$ cat config.mk
export PLATFORM = sky130hd
export DESIGN_NAME = nor_reduce_pipe
export DESIGN_NICKNAME = d
export VERILOG_FILES = /design/src/rtl/nor_reduce_pipe.sv
export SDC_FILE = /design/constraint.sdc
export NUM_CORES = 1
export LEC_CHECK = 0
export CORE_AREA = 2 2 57 54
export CTS_BUF_LIST = sky130_fd_sc_hd__clkbuf_16
export DETAILED_ROUTE_END_ITERATION = 8
export DIE_AREA = 0 0 59 56
export DONT_BUFFER_PORTS = 1
export SLEW_MARGIN = 0
export SYNTH_ARGS = -nofsm -noshare
export SYNTH_HDL_FRONTEND = slang
export SYNTH_SLANG_ARGS = --single-unit
$ cat constraint.sdc
create_clock -name clk -period 3.52 [get_ports clk]
set_input_delay 0.528 -clock clk [delete_from_list [all_inputs] [get_ports clk]]
set_output_delay 0.528 -clock clk [all_outputs]
set_load 0.01 [all_outputs]
$ cat src/rtl/nor_reduce_pipe.sv
`default_nettype none
// ============================================================================
// Module   : nor_reduce_pipe
// Brief    : Pipelined FANIN-limited OR/NOR reduction of N_IN lanes with a
//            valid/ready handshake. Optional done_count output is enabled by
//            defining NOR_REDUCE_PIPE_CNT_EN.
// Revision : 1.0 - initial release
// ============================================================================
module nor_reduce_pipe #(
  parameter int WIDTH = 8,
  parameter int N_IN  = 4,
  parameter int FANIN = 2
) (
  input  logic                  clk,
  input  logic                  rst,
  input  logic                  in_valid,
  output logic                  in_ready,
  input  logic [N_IN*WIDTH-1:0] in_data,
  input  logic                  op_inv,
  output logic                  out_valid,
  input  logic                  out_ready,
  output logic [WIDTH-1:0]      out_data,
  output logic                  out_zero
`ifdef NOR_REDUCE_PIPE_CNT_EN
  ,
  output logic [15:0]           done_count
`endif
);

  function automatic int calc_stages();
    int n;
    int s;
    n = N_IN;
    s = 0;
    while (n > 1 && FANIN >= 2) begin
      n = (n + FANIN - 1) / FANIN;
      s++;
    end
    return (s < 1) ? 1 : s;
  endfunction

  localparam int S    = calc_stages();
  localparam int NGRP = (FANIN < 2) ? N_IN : (N_IN + FANIN - 1) / FANIN;

  if (N_IN < 1 || FANIN < 2) begin : g_bad_param
    $error("nor_reduce_pipe: requires N_IN >= 1 and FANIN >= 2");
  end

  logic                  advance;
  logic [N_IN*WIDTH-1:0] lvl     [S];
  logic                  lvl_vld [S];
  logic                  lvl_inv [S];

  assign advance    = ~out_valid | out_ready;
  assign in_ready   = advance;
  assign lvl[0]     = in_data;
  assign lvl_vld[0] = in_valid;
  assign lvl_inv[0] = op_inv;

  // Intermediate levels keep the full lane width; lanes past the live
  // partial count are zero, so they are harmless in the next level's groups.
  for (genvar s = 0; s < S - 1; s++) begin : g_mid
    logic [N_IN*WIDTH-1:0] data_d;
    logic [N_IN*WIDTH-1:0] data_q;
    logic                  vld_q;
    logic                  inv_q;

    for (genvar g = 0; g < N_IN; g++) begin : g_lane
      if (g < NGRP) begin : g_grp
        logic [WIDTH-1:0] part [FANIN+1];
        assign part[0] = '0;
        for (genvar k = 0; k < FANIN; k++) begin : g_term
          if (g * FANIN + k < N_IN) begin : g_use
            assign part[k+1] = part[k] | lvl[s][(g*FANIN+k)*WIDTH +: WIDTH];
          end else begin : g_skip
            assign part[k+1] = part[k];
          end
        end
        assign data_d[g*WIDTH +: WIDTH] = part[FANIN];
      end else begin : g_zero
        assign data_d[g*WIDTH +: WIDTH] = '0;
      end
    end

    always_ff @(posedge clk) begin
      if (rst) begin
        vld_q <= 1'b0;
      end else if (advance) begin
        vld_q <= lvl_vld[s];
      end
    end

    always_ff @(posedge clk) begin
      if (advance) begin
        data_q <= data_d;
        inv_q  <= lvl_inv[s];
      end
    end

    assign lvl[s+1]     = data_q;
    assign lvl_vld[s+1] = vld_q;
    assign lvl_inv[s+1] = inv_q;
  end

  // Final level folds every remaining lane and applies the inversion.
  logic [WIDTH-1:0] fin_part [N_IN+1];
  logic [WIDTH-1:0] fin_d;
  logic             zero_d;

  assign fin_part[0] = '0;
  for (genvar i = 0; i < N_IN; i++) begin : g_fin
    assign fin_part[i+1] = fin_part[i] | lvl[S-1][i*WIDTH +: WIDTH];
  end

  assign fin_d  = lvl_inv[S-1] ? ~fin_part[N_IN] : fin_part[N_IN];
  assign zero_d = (fin_d == '0);

  logic             out_valid_q;
  logic [WIDTH-1:0] out_data_q;
  logic             out_zero_q;

  always_ff @(posedge clk) begin
    if (rst) begin
      out_valid_q <= 1'b0;
      out_data_q  <= '0;
      out_zero_q  <= 1'b0;
    end else if (advance) begin
      out_valid_q <= lvl_vld[S-1];
      out_data_q  <= fin_d;
      out_zero_q  <= zero_d;
    end
  end

  assign out_valid = out_valid_q;
  assign out_data  = out_data_q;
  assign out_zero  = out_zero_q;

`ifdef NOR_REDUCE_PIPE_CNT_EN
  logic [15:0] done_count_q;

  always_ff @(posedge clk) begin
    if (rst) begin
      done_count_q <= '0;
    end else if (out_valid_q && out_ready) begin
      done_count_q <= done_count_q + 16'd1;
    end
  end

  assign done_count = done_count_q;
`endif

endmodule
`default_nettype wire

==> flow_metrics.tcl, run 1 <==
set metrics [dict create \
    clkTransAtPathRegs_ns 0.06 \
    timing.critical_path.arrival_ns 1.30 \
    routedWlPerCell_um 13.2 \
    yosysWarningCount 0 \
    globalplace.congestion 0.780 \
    clock_root_cell "sky130_fd_sc_hd__clkbuf_16" \
    post-route-period-util 0.521 \
    synth_flop_cell "sky130_fd_sc_hd__edfxtp_1" \
    cp.required_ns 2.99 \
    post_synth.cell_area_avg_um2 11.4 \
    port_buffers 0 \
    p_per_area_nw_per_um2 541 \
    insertion_delay_ns 0.25 \
    synthesis.instances 101 \
    fp.dieH_um 56 \
    report.final.slew_viol_count 0 \
    share_of_layout_cells_above_drive_strength_1 0.245 \
    gr-total-overflow 0 \
    global_route_wire_length_before_repair_um 2760 \
    setup_repair_after_global_routing_missed_its_margin "no" \
    final.setup.tns_ns 0 \
    r2r-start "g_mid[0].inv_q" \
    grt_util_all_layers 0.109 \
    dp_cells 128 \
    fin_worst_skew_ns 0.00146 \
    min_period_ns 1.83 \
    drt_drc_violations_left 0 \
    viasPerCell 5.36 \
    synthDistinctLibCells 18 \
    final_hold_viol_count 0 \
    timing.final.setup_violations 0 \
    cts.repair.resized 0 \
    critical_path.startpoint_type "register" \
    leakagePower_uw 0.000424 \
    grt_antenna_before_repair 0 \
    critical_path_class "reg2out" \
    edff_count_synth 17 \
    clock.fmax_ghz 0.546 \
    netlist_area_um2 1160 \
    total_power_uw 674 \
    grt_max_degree 26 \
    drtPass1Iterations 4 \
    start_util 0.435 \
    worstMarginPinSlew_ns 0.497 \
    postLayoutCoreUtil 0.469 \
    synth_async_sr_flop_share 0 \
    fin_cells 132 \
    timing.hold.worst.start "rst" \
    flow.area_growth_from_synthesis_pct 7.79 \
    worst_hold_path_type "in2reg" \
    result_of_the_run "finished clean" \
    boundaryPins 48 \
    fillCellCount 259 \
    ys_seq_area_frac 0.632 \
    num_vias 708 \
    vdd.ir_drop.worst_mv 0.439 \
    antenna_cells 0 \
    net-switching-power_uw 132 \
    clock_tree.buffer_depth 2 \
    flop_and_latch_count_out_of_synthesis 28 \
    timing.critical_path.from "out_valid" \
    slew_headroom 0.668 \
    cap_viol_max_count 0 \
    clock_sink_count 28 \
    p_comb_frac 0.059 \
    cts_made_buffers 3 \
    die-width_um 59 \
    nets 140 \
    post_synthesis_net_count 138 \
    std_cell_rows 18 \
    p_int_uw 543 \
    drt_first_iter_violations 13 \
    worst_setup_ep_type "output pin" \
    antenna_left 0 \
    floorplan.die_area_um2 3300 \
    routed_wl_um 1740 \
    netSwitchingFraction 0.195 \
    path_max_fanout 25 \
    cts_tree "done" \
    grt_pass1_vias 640 \
    cts_hold_repair.buffers 0 \
    post_cts.repair.setup_buffers 0 \
    h-tree-depth 1 \
    clockPowerShare 0.367 \
    floorplan.core_area_um2 2660 \
    detailed_place_hpwl_um 1320 \
    sequentialPowerShare 0.574 \
]
flip-flops by register name, summed over array words and instances, names as in the netlist:
name and cells:
g_mid.data_q 16, g_mid.inv_q 1, g_mid.vld_q 1, out_data 8, out_valid 1, out_zero 1
cell usage in the layout (no fill, tap or decap), types with 3 or more instances in the layout:
cell type                   instances
sky130_fd_sc_hd__dfxtp_1           11
sky130_fd_sc_hd__clkbuf_16          3
sky130_fd_sc_hd__edfxtp_1          17
sky130_fd_sc_hd__or2_2             16
sky130_fd_sc_hd__nand2_1           15
sky130_fd_sc_hd__nor2_1             8
sky130_fd_sc_hd__xnor2_1            6
sky130_fd_sc_hd__a21oi_1           10
critical path: stages, from the launching register on:
cell	delay (ns)
sky130_fd_sc_hd__dfxtp_1	0.38
sky130_fd_sc_hd__nor2b_4	0.36
sky130_fd_sc_hd__inv_2	0.29
layout make-up:
type	count	area, µm²	share of cell area
Multi-Input combinational cell	69	395	0.317
Sequential cell	28	731	0.586
Inverter	1	3.75	0.00301
Tap cell	30	37.5	0.0301
Clock buffer	3	75.1	0.0602
Clock inverter	1	3.75	0.00301
path summary, 6_finish.rpt:
check / slack [ns] / end / cells after the start
worst min register to register: 0.46 / g_mid[0].vld_q / 2
worst max register to register: 1.84 / out_zero / 4
worst min-delay path: 0.34 / out_zero / 1
worst max-delay path: 1.69 / in_ready / 2
layer usage:
metal | global-route usage | wire length (µm) | vias up
met3 | 0.0465 | 131 | 2
met2 | 0.179 | 845 | 27
met5 | 0 | 0 | -
met4 | 0.0195 | 11 | 0
li1 | - | - | 346
met1 | 0.132 | 747 | 333
synthesized netlist by cell type (all sizes together) (6+ instances only):
master | instances | share of area
or2 | 16 | 0.087
xnor2 | 6 | 0.045
nand2 | 15 | 0.049
nor2 | 10 | 0.037
edfxtp | 17 | 0.44
dfxtp | 11 | 0.19
a21oi | 10 | 0.043
power by group through the flow:
stage / registers [µW] / clock network, µW / logic (µW)
2_1_floorplan: 389 / 0 / 39.8
3_3_place_gp: 394 / 0 / 38.5
3_5_place_dp: 395 / 0 / 40.1
4_1_cts: 388 / 254 / 40.4
5_1_grt: 390 / 269 / 45.1
6_report: 387 / 248 / 39.6
through the flow:
stage               cell area, µm²  worst slack (ns)  hold WS (ns)
floorplan                     1160              2.09         0.432
CTS                           1250              1.66         0.331
global route                  1250              1.59         0.325
finish                        1250              1.69         0.335
global placement              1170              1.89         0.437
detailed placement            1170              1.85         0.452
cells by family (layout without fill, tap and decap cells):
group	count (synthesis)	count (layout)	synth area share
AO/OA/AOI/OAI	13	13	0.0671
buffers and inverters	4	5	0.0260
flip-flops	28	28	0.632
XOR/XNOR	6	6	0.0455
AND/OR/NAND/NOR	50	50	0.229
Power figures use the tool's default switching activity.
==> inputs of run 2 (changes only) <==
Clock period 3.52 ns to 1.8 ns, I/O delays scaled along.
==> run 2 against run 1 <==
Net effect:
- critical path type is now reg2reg
- global-route usage up 0.34 points
- highest routed layer unchanged
- design area increased by 1.2%
- clock power grew 95%
- via count down 2.4%
- first-iteration DRC count is 110% higher
- combinational power grew 110%
- clock skew up 0.0030 ns
- cell count rose by 1.5%
- largest power group unchanged
==> flow_metrics.tcl, run 2 (synthesis results as in run 1) <==
set metrics [dict create \
    detailed_place_hpwl_um 1330 \
    flow.area_growth_from_synthesis_pct 9.09 \
    leakagePower_uw 0.000434 \
    regMostFlops "g_mid.data_q" \
    h-tree-depth 1 \
    grt_pass1_vias 646 \
    most_frequent_cells_in_the_layout "sky130_fd_sc_hd__edfxtp_1 (17), sky130_fd_sc_hd__or2_2 (16), sky130_fd_sc_hd__nand2_1 (15)" \
    path_max_fanout 7 \
    floorplan.core_area_um2 2660 \
    timing.hold.ws_ns 0.0772 \
    nets 142 \
    vdd.ir_drop.worst_mv 0.486 \
    timing.final.ws_setup_ns 0.228 \
    layout.cells.most_common "sky130_fd_sc_hd__edfxtp_1" \
    cap_viol_max_count 0 \
    clock_root_cell "sky130_fd_sc_hd__clkbuf_16" \
    worst_path_max_delay_cell "sky130_fd_sc_hd__edfxtp_1" \
    routed_wl_um 1740 \
    insertion_delay_ns 0.26 \
    routedWlPerCell_um 13.0 \
    min_period_ns 1.57 \
    cell_chain_of_the_critical_path "o21ai_2 > or4_1 > a221o_1 > a21oi_1" \
    post_cts.repair.setup_buffers 0 \
    cp.required_ns 1.99 \
    report.final.slew_viol_count 0 \
    num_vias 691 \
    drt_first_iter_violations 27 \
    clock_sink_count 28 \
    timing.final.setup_violations 0 \
    cts_made_buffers 3 \
    clkTransAtPathRegs_ns 0.06 \
    critical_path.startpoint_type "register" \
    global_route_wire_length_before_repair_um 2840 \
    std_cell_rows 18 \
    port_buffers 0 \
    cts_hold_repair.buffers 0 \
    p_per_area_nw_per_um2 1050 \
    clock.fmax_ghz 0.636 \
    drtPass1Iterations 2 \
    viasPerCell 5.16 \
    fin_worst_skew_ns 0.00451 \
    grt_util_all_layers 0.112 \
    globalplace.congestion 0.737 \
    antenna_cells 0 \
    worst_setup_ep_type "register" \
    slowest_delay_ns 0.53 \
    final.setup.tns_ns 0 \
    gr-total-overflow 0 \
    die-width_um 59 \
    clock_tree.buffer_depth 2 \
    result_of_the_run "finished clean" \
    final_hold_viol_count 0 \
    grt_max_degree 26 \
    antenna_left 0 \
    worstMarginPinSlew_ns 0.498 \
    cts_tree "done" \
    critical_path_class "reg2reg" \
    setup_repair_after_global_routing_missed_its_margin "no" \
    slew_headroom 0.668 \
    boundaryPins 48 \
    cts.repair.resized 0 \
    grt_antenna_before_repair 0 \
    flip_flop_count_of_the_largest_register_all_copies_and_words_added 16 \
    postLayoutCoreUtil 0.475 \
    dp_slack_ns 0.238 \
    drt_drc_violations_left 0 \
    worst_hold_path_type "in2reg" \
    share_of_layout_cells_above_drive_strength_1 0.260 \
    fp.dieH_um 56 \
    floorplan.die_area_um2 3300 \
    post-route-period-util 0.874 \
    start_util 0.435 \
    timing.critical_path.arrival_ns 1.76 \
]
[run 2: cell types whose count changed in the layout (fill, tap and decap cells not counted)]
cell	delta
sky130_fd_sc_hd__buf_4	+2
[run 2: path summary, 6_finish.rpt]
kind / startpoint / to / slack (ns) / cells after the start
worst max-delay path: g_mid[0].inv_q / out_zero / 0.23 / 4
worst min-delay path: rst / out_data[0] / 0.08 / 1
worst max register to register: g_mid[0].inv_q / out_zero / 0.23 / 4
worst min register to register: g_mid[0].vld_q / g_mid[0].vld_q / 0.45 / 2
[run 2: power by group]
group / switching, µW / internal, µW / leakage [µW]
clock: 187 / 297 / 0.0000423
combinational: 38.6 / 43.3 / 0.000141
sequential: 31.6 / 724 / 0.000251
total: 257 / 1060 / 0.000434
[run 2: per-layer routing]
layer	routed length, µm	GRT usage	part of all wire	up-vias
met2	818	0.167	0.47	29
li1	-	-	-	351
met3	163	0.0558	0.094	2
met5	0	0	0	-
met4	10	0.0325	0.0058	0
met1	744	0.143	0.43	309
[run 2: final cells by class]
class                           instances  area, µm²
Clock buffer                            3       75.1
Clock inverter                          1       3.75
Fill cell                             261       1400
Inverter                                1       3.75
Multi-Input combinational cell         69        395
Sequential cell                        28        731
Tap cell                               30       37.5
Timing Repair Buffer                    2       15.0
[run 2: per-stage QoR]
stage | std cells | area (µm²) | power [µW]
3_3_place_gp | 130 | 1180 | 849
2_1_floorplan | 101 | 1160 | 839
6_report | 134 | 1260 | 1320
3_5_place_dp | 130 | 1180 | 854
4_1_cts | 134 | 1260 | 1340
5_1_grt | 134 | 1260 | 1380
[run 2: critical path: cells and delay by family (launching register included)]
family | cells | cell delay, ns
AND/OR/NAND/NOR | 1 | 0.40
flip-flops | 1 | 0.53
AO/OA/AOI/OAI | 3 | 0.58
